### config.mk
export PLATFORM = sky130hd
export DESIGN_NAME = vga_timing_gen
export DESIGN_NICKNAME = d
export VERILOG_FILES = /design/src/rtl/vga_pkg.sv /design/src/rtl/vga_axis_counter.sv /design/src/rtl/vga_timing_gen.sv
export SDC_FILE = /design/constraint.sdc
export NUM_CORES = 1
export LEC_CHECK = 0
export CAP_MARGIN = 20
export CORE_MARGIN = 3
export CORE_UTILIZATION = 55
export CTS_CLUSTER_DIAMETER = 50
export DETAILED_ROUTE_END_ITERATION = 10
export PLACE_DENSITY = 0.85
export SLEW_MARGIN = 20
export SYNTH_ARGS = -nofsm -noshare
export SYNTH_HDL_FRONTEND = slang
export SYNTH_HIERARCHICAL = 1
export SYNTH_SLANG_ARGS = --single-unit
### constraint.sdc
create_clock -name clk -period 4.6 [get_ports clk]
set_input_delay 1.15 -clock clk [delete_from_list [all_inputs] [get_ports clk]]
set_output_delay 1.15 -clock clk [all_outputs]
set_load 0.01 [all_outputs]
### src/rtl/vga_pkg.sv
// rtl/vga_pkg.sv - VGA 640x480@60 default timing values and shared coordinate type
package vga_pkg;

    localparam int H_ACTIVE = 640;
    localparam int H_FP     = 16;
    localparam int H_SYNC   = 96;
    localparam int H_BP     = 48;
    localparam int H_TOTAL  = H_ACTIVE + H_FP + H_SYNC + H_BP;

    localparam int V_ACTIVE = 480;
    localparam int V_FP     = 10;
    localparam int V_SYNC   = 2;
    localparam int V_BP     = 33;
    localparam int V_TOTAL  = V_ACTIVE + V_FP + V_SYNC + V_BP;

    typedef logic [9:0] coord_t;

endpackage

### src/rtl/vga_axis_counter.sv
// rtl/vga_axis_counter.sv - one raster axis: wrap counter with registered sync/last decode
// Active/zero decodes are exported from the next count so the top can register them in step.
module vga_axis_counter
    import vga_pkg::*;
#(
    parameter int ACTIVE = 640,
    parameter int FP     = 16,
    parameter int SYNC   = 96,
    parameter int BP     = 48
) (
    input  logic       clk,
    input  logic       rst,
    input  logic       i_en,
    input  logic       i_step,
    output logic [9:0] o_count,
    output logic       o_sync_n,
    output logic       o_at_last,
    output logic       o_active_nxt,
    output logic       o_at_zero_nxt
);

    localparam int TOTAL = ACTIVE + FP + SYNC + BP;

    generate
        if (TOTAL > 1024) begin : g_bad_total
            $error("vga_axis_counter: TOTAL %0d does not fit a 10-bit counter", TOTAL);
        end
    endgenerate

    localparam coord_t C_LAST      = coord_t'(TOTAL - 1);
    localparam coord_t C_ACTIVE    = coord_t'(ACTIVE);
    localparam coord_t C_SYNC_BEG  = coord_t'(ACTIVE + FP);
    localparam coord_t C_SYNC_END  = coord_t'(ACTIVE + FP + SYNC);

    coord_t r_count;
    coord_t w_next;
    logic   r_sync_n;
    logic   r_at_last;

    always_comb begin
        w_next = r_count;
        if (i_step) begin
            w_next = (r_count == C_LAST) ? '0 : r_count + 10'd1;
        end
    end

    // i_en without i_step reloads the decodes for the current count (first cycle after reset)
    always_ff @(posedge clk) begin
        if (rst) begin
            r_count   <= '0;
            r_sync_n  <= 1'b1;
            r_at_last <= 1'b0;
        end else if (i_en) begin
            r_count   <= w_next;
            r_sync_n  <= !((w_next >= C_SYNC_BEG) && (w_next < C_SYNC_END));
            r_at_last <= (w_next == C_LAST);
        end
    end

    assign o_count       = r_count;
    assign o_sync_n      = r_sync_n;
    assign o_at_last     = r_at_last;
    assign o_active_nxt  = (w_next < C_ACTIVE);
    assign o_at_zero_nxt = (w_next == '0);

endmodule

### src/rtl/vga_timing_gen.sv
// rtl/vga_timing_gen.sv - VGA raster timing generator; VGA_PIX_DIV_EN enables a divide-by-2 pixel tick
// All outputs are flops decoding the Q_X/Q_Y presented in the same cycle.
module vga_timing_gen
    import vga_pkg::*;
#(
    parameter int H_ACTIVE = vga_pkg::H_ACTIVE,
    parameter int H_FP     = vga_pkg::H_FP,
    parameter int H_SYNC   = vga_pkg::H_SYNC,
    parameter int H_BP     = vga_pkg::H_BP,
    parameter int V_ACTIVE = vga_pkg::V_ACTIVE,
    parameter int V_FP     = vga_pkg::V_FP,
    parameter int V_SYNC   = vga_pkg::V_SYNC,
    parameter int V_BP     = vga_pkg::V_BP
) (
    input  logic       clk,
    input  logic       rst,
    output logic [9:0] Q_X,
    output logic [9:0] Q_Y,
    output logic       hsync,
    output logic       vsync,
    output logic       video_on,
    output logic       line_start,
    output logic       frame_start,
    output logic       pix_tick
);

    logic   w_tick_next;
    logic   w_run;
    logic   w_h_step;
    logic   w_v_step;
    logic   w_h_last;
    logic   w_v_at_last_unused;
    logic   w_h_act;
    logic   w_v_act;
    logic   w_h_zero;
    logic   w_v_zero;
    logic   r_pix_tick;
    logic   r_video_on;
    logic   r_line_start;
    logic   r_frame_start;

`ifdef VGA_PIX_DIV_EN
    logic r_toggle;
    logic r_run;

    always_ff @(posedge clk) begin
        if (rst) begin
            r_toggle <= 1'b0;
            r_run    <= 1'b0;
        end else begin
            r_toggle <= ~r_toggle;
            r_run    <= 1'b1;
        end
    end

    assign w_tick_next = ~r_toggle;
    assign w_run       = r_run;
`else
    assign w_tick_next = 1'b1;
    assign w_run       = r_pix_tick;
`endif

    // The first tick after reset only loads decodes for (0,0); later ticks advance
    assign w_h_step = w_tick_next & w_run;
    assign w_v_step = w_h_step & w_h_last;

    vga_axis_counter #(
        .ACTIVE (H_ACTIVE),
        .FP     (H_FP),
        .SYNC   (H_SYNC),
        .BP     (H_BP)
    ) u_h (
        .clk           (clk),
        .rst           (rst),
        .i_en          (w_tick_next),
        .i_step        (w_h_step),
        .o_count       (Q_X),
        .o_sync_n      (hsync),
        .o_at_last     (w_h_last),
        .o_active_nxt  (w_h_act),
        .o_at_zero_nxt (w_h_zero)
    );

    vga_axis_counter #(
        .ACTIVE (V_ACTIVE),
        .FP     (V_FP),
        .SYNC   (V_SYNC),
        .BP     (V_BP)
    ) u_v (
        .clk           (clk),
        .rst           (rst),
        .i_en          (w_tick_next),
        .i_step        (w_v_step),
        .o_count       (Q_Y),
        .o_sync_n      (vsync),
        .o_at_last     (w_v_at_last_unused),
        .o_active_nxt  (w_v_act),
        .o_at_zero_nxt (w_v_zero)
    );

    always_ff @(posedge clk) begin
        if (rst) begin
            r_pix_tick    <= 1'b0;
            r_video_on    <= 1'b0;
            r_line_start  <= 1'b0;
            r_frame_start <= 1'b0;
        end else begin
            r_pix_tick <= w_tick_next;
            if (w_tick_next) begin
                r_video_on    <= w_h_act & w_v_act;
                r_line_start  <= w_h_zero;
                r_frame_start <= w_h_zero & w_v_zero;
            end
        end
    end

    assign pix_tick    = r_pix_tick;
    assign video_on    = r_video_on;
    assign line_start  = r_line_start;
    assign frame_start = r_frame_start;

endmodule

# Yosys cells after proc, flatten, opt, wreduce, memory -nomap -nowiden
# Index checks and enable logic that the tools add are counted.
[op_classes]
eq_ne = 3
add_sub_neg = 2
n_lt_le_gt_ge = 6
reduce_logical = 6
mux = 5
bitwise_logic = 3
[op_table]
columns = ["op", "n"]
rows = [
  ["2-to-1 mux 10 bit", 4],
  ["equality test 10 bit (second input constant)", 3],
  ["adder 10 x 1 -> 10 bit (second input constant)", 2],
  ["logical NOT 10 bit", 2],
  ["< comparator 10 bit (second input constant)", 2],
  ["< comparator 10 x 9 -> 1 bit (second input constant)", 2],
  ["greater-or-equal comparator 10 bit (second input constant)", 1],
  ["greater-or-equal comparator 10 x 9 -> 1 bit (second input constant)", 1],
  ["bitwise AND 1 bit", 3],
  ["logical AND 1 bit", 2],
  ["logical NOT 1 bit", 2],
  ["2-to-1 mux 1 bit", 1],
]
[word_totals]
register_bits = 27
elab_cells = 34

# Depth between registers and ports, before layout
# Gate-level depths: netlist of run 1.
[depth]
word_depth = 6
ltp_mapped = 8
ltp_nobuf = 8

# Modules after synthesis
# The synthesis of run 1 kept the hierarchy.
[modules_own_cells]
columns = ["module", "cells_each", "seq_area_each_um2", "area_per_inst_um2", "n_inst"]
rows = [
  ["vga_axis_counter at u_v", 129, 240.2, 1009.7, 1],
  ["vga_axis_counter at u_h", 108, 240.2, 854.6, 1],
  ["vga_timing_gen", 10, 80.1, 117.6, 1],
]

# Least setup slack after synthesis of run 1
# Ideal clock, no wire load.
[synth_timing]
path_type = "reg2reg"
from = "register u_h.r_count[1] (netlist: u_h/o_count[1])"
to = "register r_frame_start (netlist: frame_start)"
synth_period_minus_slack_ns = 2.073
path_slack_ns = 2.527
t_arrival_ns = 2.013
setup_time_ns = 0.060
path_buffers = 0
path_stages_with_launch = 8
path_cell_list = "dfxtp_1 ha_1 nand3_2 nor3_4 a21oi_2 or4b_1 and4b_1 and3b_1"
[synth_between]
elab_chain_len = 5
elab_cells_between_ends = 6
[synth_lines]
columns = ["item", "line_no", "source"]
rows = [
  ["start: declaration", "vga_axis_counter.sv:35", "coord_t r_count;"],
  ["start signal: assignment", "vga_axis_counter.sv:54", "r_count <= w_next;"],
  ["adder 10 x 1 -> 10 bit or equality test 10 bit (tied branches)", "vga_axis_counter.sv:43", "w_next = (r_count == C_LAST) ? '0 : r_count + 10'd1;"],
  ["2-to-1 mux 10 bit", "vga_axis_counter.sv:43", ""],
  ["2-to-1 mux 10 bit *", "vga_axis_counter.sv:42", "if (i_step) begin"],
  ["logical NOT 10 bit *", "vga_axis_counter.sv:64", "assign o_at_zero_nxt = (w_next == '0);"],
  ["net w_h_zero", "vga_timing_gen.sv:35", "logic w_h_zero;"],
  ["bitwise AND 1 bit *", "vga_timing_gen.sv:112", "r_frame_start <= w_h_zero & w_v_zero;"],
  ["end signal: assignment", "vga_timing_gen.sv:112", ""],
  ["end: declaration", "vga_timing_gen.sv:40", "logic r_frame_start;"],
]
# The timed path passes the listed nets; every way through them passes the cells marked *.
# A chain may end at the register's enable or synchronous reset.

# Worst setup path in the final report of run 1
[layout_timing]
from = "register u_v.r_count[6] (netlist: u_v/o_count[6])"
to = "output Q_Y[6]"
[layout_lines]
columns = ["item", "line_no", "source"]
rows = [
  ["start: declaration", "vga_axis_counter.sv:35", ""],
  ["start signal: assignment", "vga_axis_counter.sv:54", ""],
  ["end: declaration", "vga_timing_gen.sv:18", "output logic [9:0] Q_Y,"],
]
# No word-level cell between the ends.

==> results of run 1 <==
==> final timing paths <==
path	startpoint	end	slack (ps)	cells past startpoint
worst max-delay path	u_v/o_count[6]	Q_Y[6]	1840	1
worst min register to register	u_h/o_count[1]	u_h/o_count[1]	540	2
worst min-delay path	u_h/o_count[1]	u_h/o_count[1]	540	2
worst max register to register	pix_tick	video_on	2200	6
==> placed cells by master, fill, tap and decap left out, types with 2 or more instances in the layout <==
cell	instances
dfxtp_1	27
clkdlybuf4s50_1	27
nor2_1	27
nand2_1	23
a21oi_1	12
xnor2_1	11
inv_1	10
nand4_1	10
nor3_1	9
o21ai_0	8
nand3_1	8
xor2_1	6
and3b_1	4
conb_1	4
mux2i_1	4
and3_1	4
a31oi_1	4
nor2b_1	3
clkbuf_4	3
nand4_4	3
o21a_1	3
nand4b_1	3
ha_1	3
and2_1	2
or3_1	2
nor4_1	2
nand2b_1	2
o22a_1	2
a211oi_1	2
and2_2	2
==> through the flow <==
stage	power (µW)	hold WS, ps	instances
after floorplan	269	527	240
after global placement	281	518	294
after detailed placement	281	522	294
after CTS	384	543	298
after global routing	400	581	298
final	382	544	298
==> registers in the layout, indices dropped and copies added (netlist names) <==
| signal | cells |
|---|---|
| u_h/o_sync_n | 1 |
| frame_start | 1 |
| u_v/o_sync_n | 1 |
| u_v/o_count | 10 |
| pix_tick | 1 |
| u_h/o_count | 10 |
| video_on | 1 |
| line_start | 1 |
| u_h/o_at_last | 1 |
==> cell type report <==
cell class | count | area (µm²)
Clock buffer | 3 | 22.5
Multi-Input combinational cell | 186 | 1240
Fill cell | 272 | 1000
Sequential cell | 27 | 541
Inverter | 10 | 37.5
Timing Repair Buffer | 27 | 270
Clock inverter | 1 | 7.51
Tap cell | 44 | 55.1
==> metal layers <==
metal | part of all wire | wire length [µm] | up-vias | track usage
met3 | 0.058 | 242 | 2 | 0.0451
met5 | 0 | 0 | - | 0
met2 | 0.45 | 1880 | 61 | 0.323
li1 | - | - | 877 | -
met4 | 0.0045 | 19 | 0 | 0.0363
met1 | 0.49 | 2050 | 819 | 0.295
==> tightest hold or removal path: stages (launching register included) <==
cell and delay, ps:
dfxtp_1 390, nand2_1 70, a21oi_1 60
==> power by group through the flow <==
stage	clock (µW)	combinational (µW)	sequential, µW
after global placement	0	32.4	248
after floorplan	0	20.8	248
final	104	35.3	243
after global routing	118	38.6	244
after CTS	108	33.3	243
after detailed placement	0	33.0	248
==> impl_metrics.csv, run 1 <==
group,metric,value,unit
global_routing,grt-ovfl-total,0,
worst_setup_path,cp.buffers_inverters,1,
worst_setup_path,critPathLaunchType,"register",
power_and_ir_drop,ir_drop,0.000244,V
worst_setup_path,end_kind,"output port",
worst_setup_path,cp.required,3450,ps
route,via_per_inst,5.90,
route,drtIter0Drc,112,
route,vias,1759,
logic_synthesis,netlist_area,1920,µm²
worst_setup_path,crit_fanout,12,
route,routedWlPerCell,14.1,µm
worst_hold_path,hold_class,"register to register",
global_routing,antenna_found_initial,0,
route,drc_errors,0,
power_and_ir_drop,clkPwrFrac,0.271,
place,placed_area,2150,µm²
timing,grt_setup_unrepaired,"false",
timing,final.setup.tns,0,ps
timing,finalSetupViolations,0,
worst_setup_path,cp.arrival,1610,ps
clock_tree,clkTransAtPathRegs,150,ps
global_routing,grt_pass1_vias,1530,
die,core_area,3180,µm²
logic_synthesis,synth_area_per_cell,8.08,µm²
layout,fin_nets,260,
clock_tree,cts-resized-gates,0,
clock_tree,cts_max_level,1,
timing,worstMarginPinSlew,956,ps
global_routing,grt_first_pass_wirelength,7000,µm
outcome,run_status,"finished, final reports clean",
global_routing,grt_max_degree,30,
worst_setup_path,cp_top_family,"flip-flops",
clock_tree,postCtsHoldBufs,0,
logic_synthesis,syn_inst,237,
layout,fin_area,2180,µm²
power_and_ir_drop,power.share.sequential,0.636,
clock_tree,cts_tree,"yes",
flow_run,maxCapViolCount,0,
timing,slew_headroom,0.360,
layout,utilization,0.685,
worst_setup_path,crit_slowest_cell,"dfxtp_1",
power_and_ir_drop,p_per_area,175,nW/µm²
clock_tree,post-cts-setup-buffers,0,
power_and_ir_drop,leakage,0.000774,µW
route,routed_wl,4200,µm
clock_tree,cts_buffers,3,
power_and_ir_drop,p_int,287,µW
power_and_ir_drop,p_sw,94.6,µW
die,initial_core_util,0.603,
power_and_ir_drop,combPwrFrac,0.092,
die,fp.dieW,65.0,µm
timing,finalCritPeriodShare,0.600,
place,gp_congestion,0.849,
layout,area_delta_synth_final,13.7,%
timing,fin_ws,1840,ps
layout,n_antenna_cell,0,
worst_setup_path,path_cells,"clkdlybuf4s50_1",
global_routing,track_usage,0.207,
die,die_h,65.0,µm
timing,hold_viol,0,
clock_tree,insertion_delay,330,ps
timing,fin_skew,7.70,ps
die,die_area,4230,µm²
die,core.rowCount,20,
place,detailed_place_hpwl,3020,µm
route,final_antenna_net_count,0,
die,ios,28,
worst_setup_path,crit_type,"register to output port",
power_and_ir_drop,switching_share,0.248,
timing,fin_crit,2760,ps
clock_tree,clockBufferDepth,2,
clock_tree,cts_num_sinks,27,
worst_setup_path,critPathMaxStageDelay,650,ps
place,numPortBuffers,27,
logic_synthesis,yosysWarnings,6,
timing,drv_slew,0,
clock_tree,root_buffer,"clkbuf_4",
route,firstDrtPassIters,5,
place,dp_slack,1580,ps
layout,drive_gt1_frac,0.0827,
timing,max_freq,362,MHz
No activity file was read; power rests on OpenSTA's default activity.
==> run 2, diff against run 1 <==
==> constraint.sdc (replaced) <==
create_clock -name clk -period 2.6 [get_ports clk]
set_input_delay 0.65 -clock clk [delete_from_list [all_inputs] [get_ports clk]]
set_output_delay 0.65 -clock clk [all_outputs]
set_load 0.01 [all_outputs]
==> run 2 against run 1 <==
Die area did not move. Count of clock-buffer cells in the layout rose by 1. Sequential power rose by 77%. Power rose by 80%. Utilization rose by 0.59 points. First-iteration DRC count rose by 18%. Critical path type is now register to register. Worst hold slack got worse by 4.5 ps. Sequential share of layout area fell by 0.21 points. Register-to-register slack got worse by 1900 ps. Highest routed layer unchanged. Largest power group unchanged.
==> impl_metrics.csv, run 2 (synthesis results as in run 1) <==
group,metric,value,unit
layout,area_delta_synth_final,14.6,%
power_and_ir_drop,combPwrFrac,0.093,
timing,fin_crit,2330,ps
outcome,run_status,"finished, final reports clean",
timing,grt_setup_unrepaired,"false",
layout,n_antenna_cell,0,
worst_hold_path,hold_class,"register to register",
worst_setup_path,cp.required,2890,ps
layout,drive_gt1_frac,0.0895,
layout,fillers,285,
place,gp_congestion,0.876,
timing,drv_slew,0,
global_routing,grt_first_pass_wirelength,7500,µm
power_and_ir_drop,leakage,0.000790,µW
clock_tree,insertion_delay,330,ps
place,placed_area,2170,µm²
layout,fin_nets,263,
layout,fin_area,2200,µm²
die,die_h,65.0,µm
timing,final.setup.tns,0,ps
power_and_ir_drop,p_per_area,313,nW/µm²
clock_tree,cts_tree,"yes",
worst_setup_path,crit_type,"register to register",
timing,max_freq,429,MHz
place,dp_slack,303,ps
worst_setup_path,critPathLaunchType,"register",
global_routing,grt_pass1_vias,1600,
timing,hold_viol,0,
route,firstDrtPassIters,4,
clock_tree,cts_num_sinks,27,
worst_setup_path,end_kind,"register",
die,fp.dieW,65.0,µm
power_and_ir_drop,clkPwrFrac,0.281,
route,routed_wl,4410,µm
worst_setup_path,path_cells,"nand4_1 > o21ai_0 > a21oi_2 > or4b_1 > and4b_1 > and3b_1",
clock_tree,postCtsHoldBufs,0,
global_routing,antenna_found_initial,0,
power_and_ir_drop,ir_drop,0.000177,V
die,core_area,3180,µm²
worst_setup_path,critPathMaxStageDelay,620,ps
clock_tree,post-cts-setup-buffers,0,
layout,multi_input_area,1240,µm²
layout,seq_area,541,µm²
route,drtIter0Drc,132,
clock_tree,clockBufferDepth,2,
die,initial_core_util,0.603,
power_and_ir_drop,p_int,510,µW
worst_setup_path,cp.arrival,2620,ps
timing,finalSetupViolations,0,
power_and_ir_drop,p_sw,177,µW
route,drc_errors,0,
timing,finalCritPeriodShare,0.897,
power_and_ir_drop,power.share.sequential,0.627,
place,numPortBuffers,27,
route,final_antenna_net_count,0,
route,vias,1792,
route,routedWlPerCell,14.6,µm
worst_setup_path,crit_fanout,15,
layout,layout_common_cells,"dfxtp_1, clkdlybuf4s50_1, nor2_1, nand2_1, a21oi_1",
worst_setup_path,crit_slowest_cell,"dfxtp_1",
clock_tree,cts_buffers,3,
flow_run,maxCapViolCount,0,
die,die_area,4230,µm²
route,via_per_inst,5.95,
die,ios,28,
global_routing,track_usage,0.220,
clock_tree,cts_max_level,1,
clock_tree,root_buffer,"clkbuf_4",
place,detailed_place_hpwl,3210,µm
timing,fin_ws,269,ps
timing,fin_skew,7.15,ps
power_and_ir_drop,switching_share,0.257,
worst_setup_path,r2r_slack,270,ps
clock_tree,cts-resized-gates,0,
global_routing,grt-ovfl-total,0,
die,core.rowCount,20,
clock_tree,clkTransAtPathRegs,160,ps
global_routing,grt_max_degree,29,
[run 2: cell types whose count changed in the layout (fill, tap and decap cells not counted), sizes merged]
cell      delta
clkinvlp     -1
buf          +3
clkbuf       +1
[run 2: layout make-up]
cell class	instances	area share
clock buffer	4	0.0120
tap	44	0.0251
inverter	10	0.0171
timing repair buffer	30	0.133
sequential	27	0.246
multi-input combinational	186	0.566
[run 2: power groups by stage]
stage                     clock, µW  combinational [µW]  sequential, µW
final                           193                63.8             431
after global routing            212                70.1             432
after CTS                       197                60.8             430
after detailed placement          0                60.4             439
after global placement            0                59.4             439
after floorplan                   0                36.9             440
[run 2: critical path, delay by kind of cell, from the launching register on]
family,cells,cell delay [ps]
and+or+nand+nor,4,1280
DFF,1,620
AOI/OAI and AO/OA,2,380
[run 2: per-stage QoR]
step,hold WS [ps],instances,utilization,total power [µW]
6_report,540,301,0.691,687
3_5_place_dp,517,297,0.683,500
3_3_place_gp,508,297,0.683,498
4_1_cts,537,301,0.691,688
2_1_floorplan,527,240,-,476
5_1_grt,576,301,0.691,714
[run 2: metal layers]
layer  up-vias  wire [µm]  track usage
met2        55       1980        0.349
met1       854       2160        0.316
met3         4        250       0.0243
met5         -          0            0
met4         0         23       0.0544
li1        879          -            -
[run 2: worst paths after layout]
check | start | endpoint | cells after the start
worst max-delay path | pix_tick | frame_start | 6
worst min-delay path | u_h/o_count[1] | u_h/o_count[1] | 2
worst max register to register | pix_tick | frame_start | 6
worst min register to register | u_h/o_count[1] | u_h/o_count[1] | 2
==> run 3, diff against run 2 <==
--- a/config.mk
+++ b/config.mk
@@ -5,7 +5,6 @@
 export SDC_FILE = /design/constraint.sdc
 export NUM_CORES = 1
 export LEC_CHECK = 0
-export CAP_MARGIN = 20
 export CORE_MARGIN = 3
 export CORE_UTILIZATION = 55
 export CTS_CLUSTER_DIAMETER = 50
==> results of run 3 <==
Final layout, timing and power as in run 2 (identical DEF).
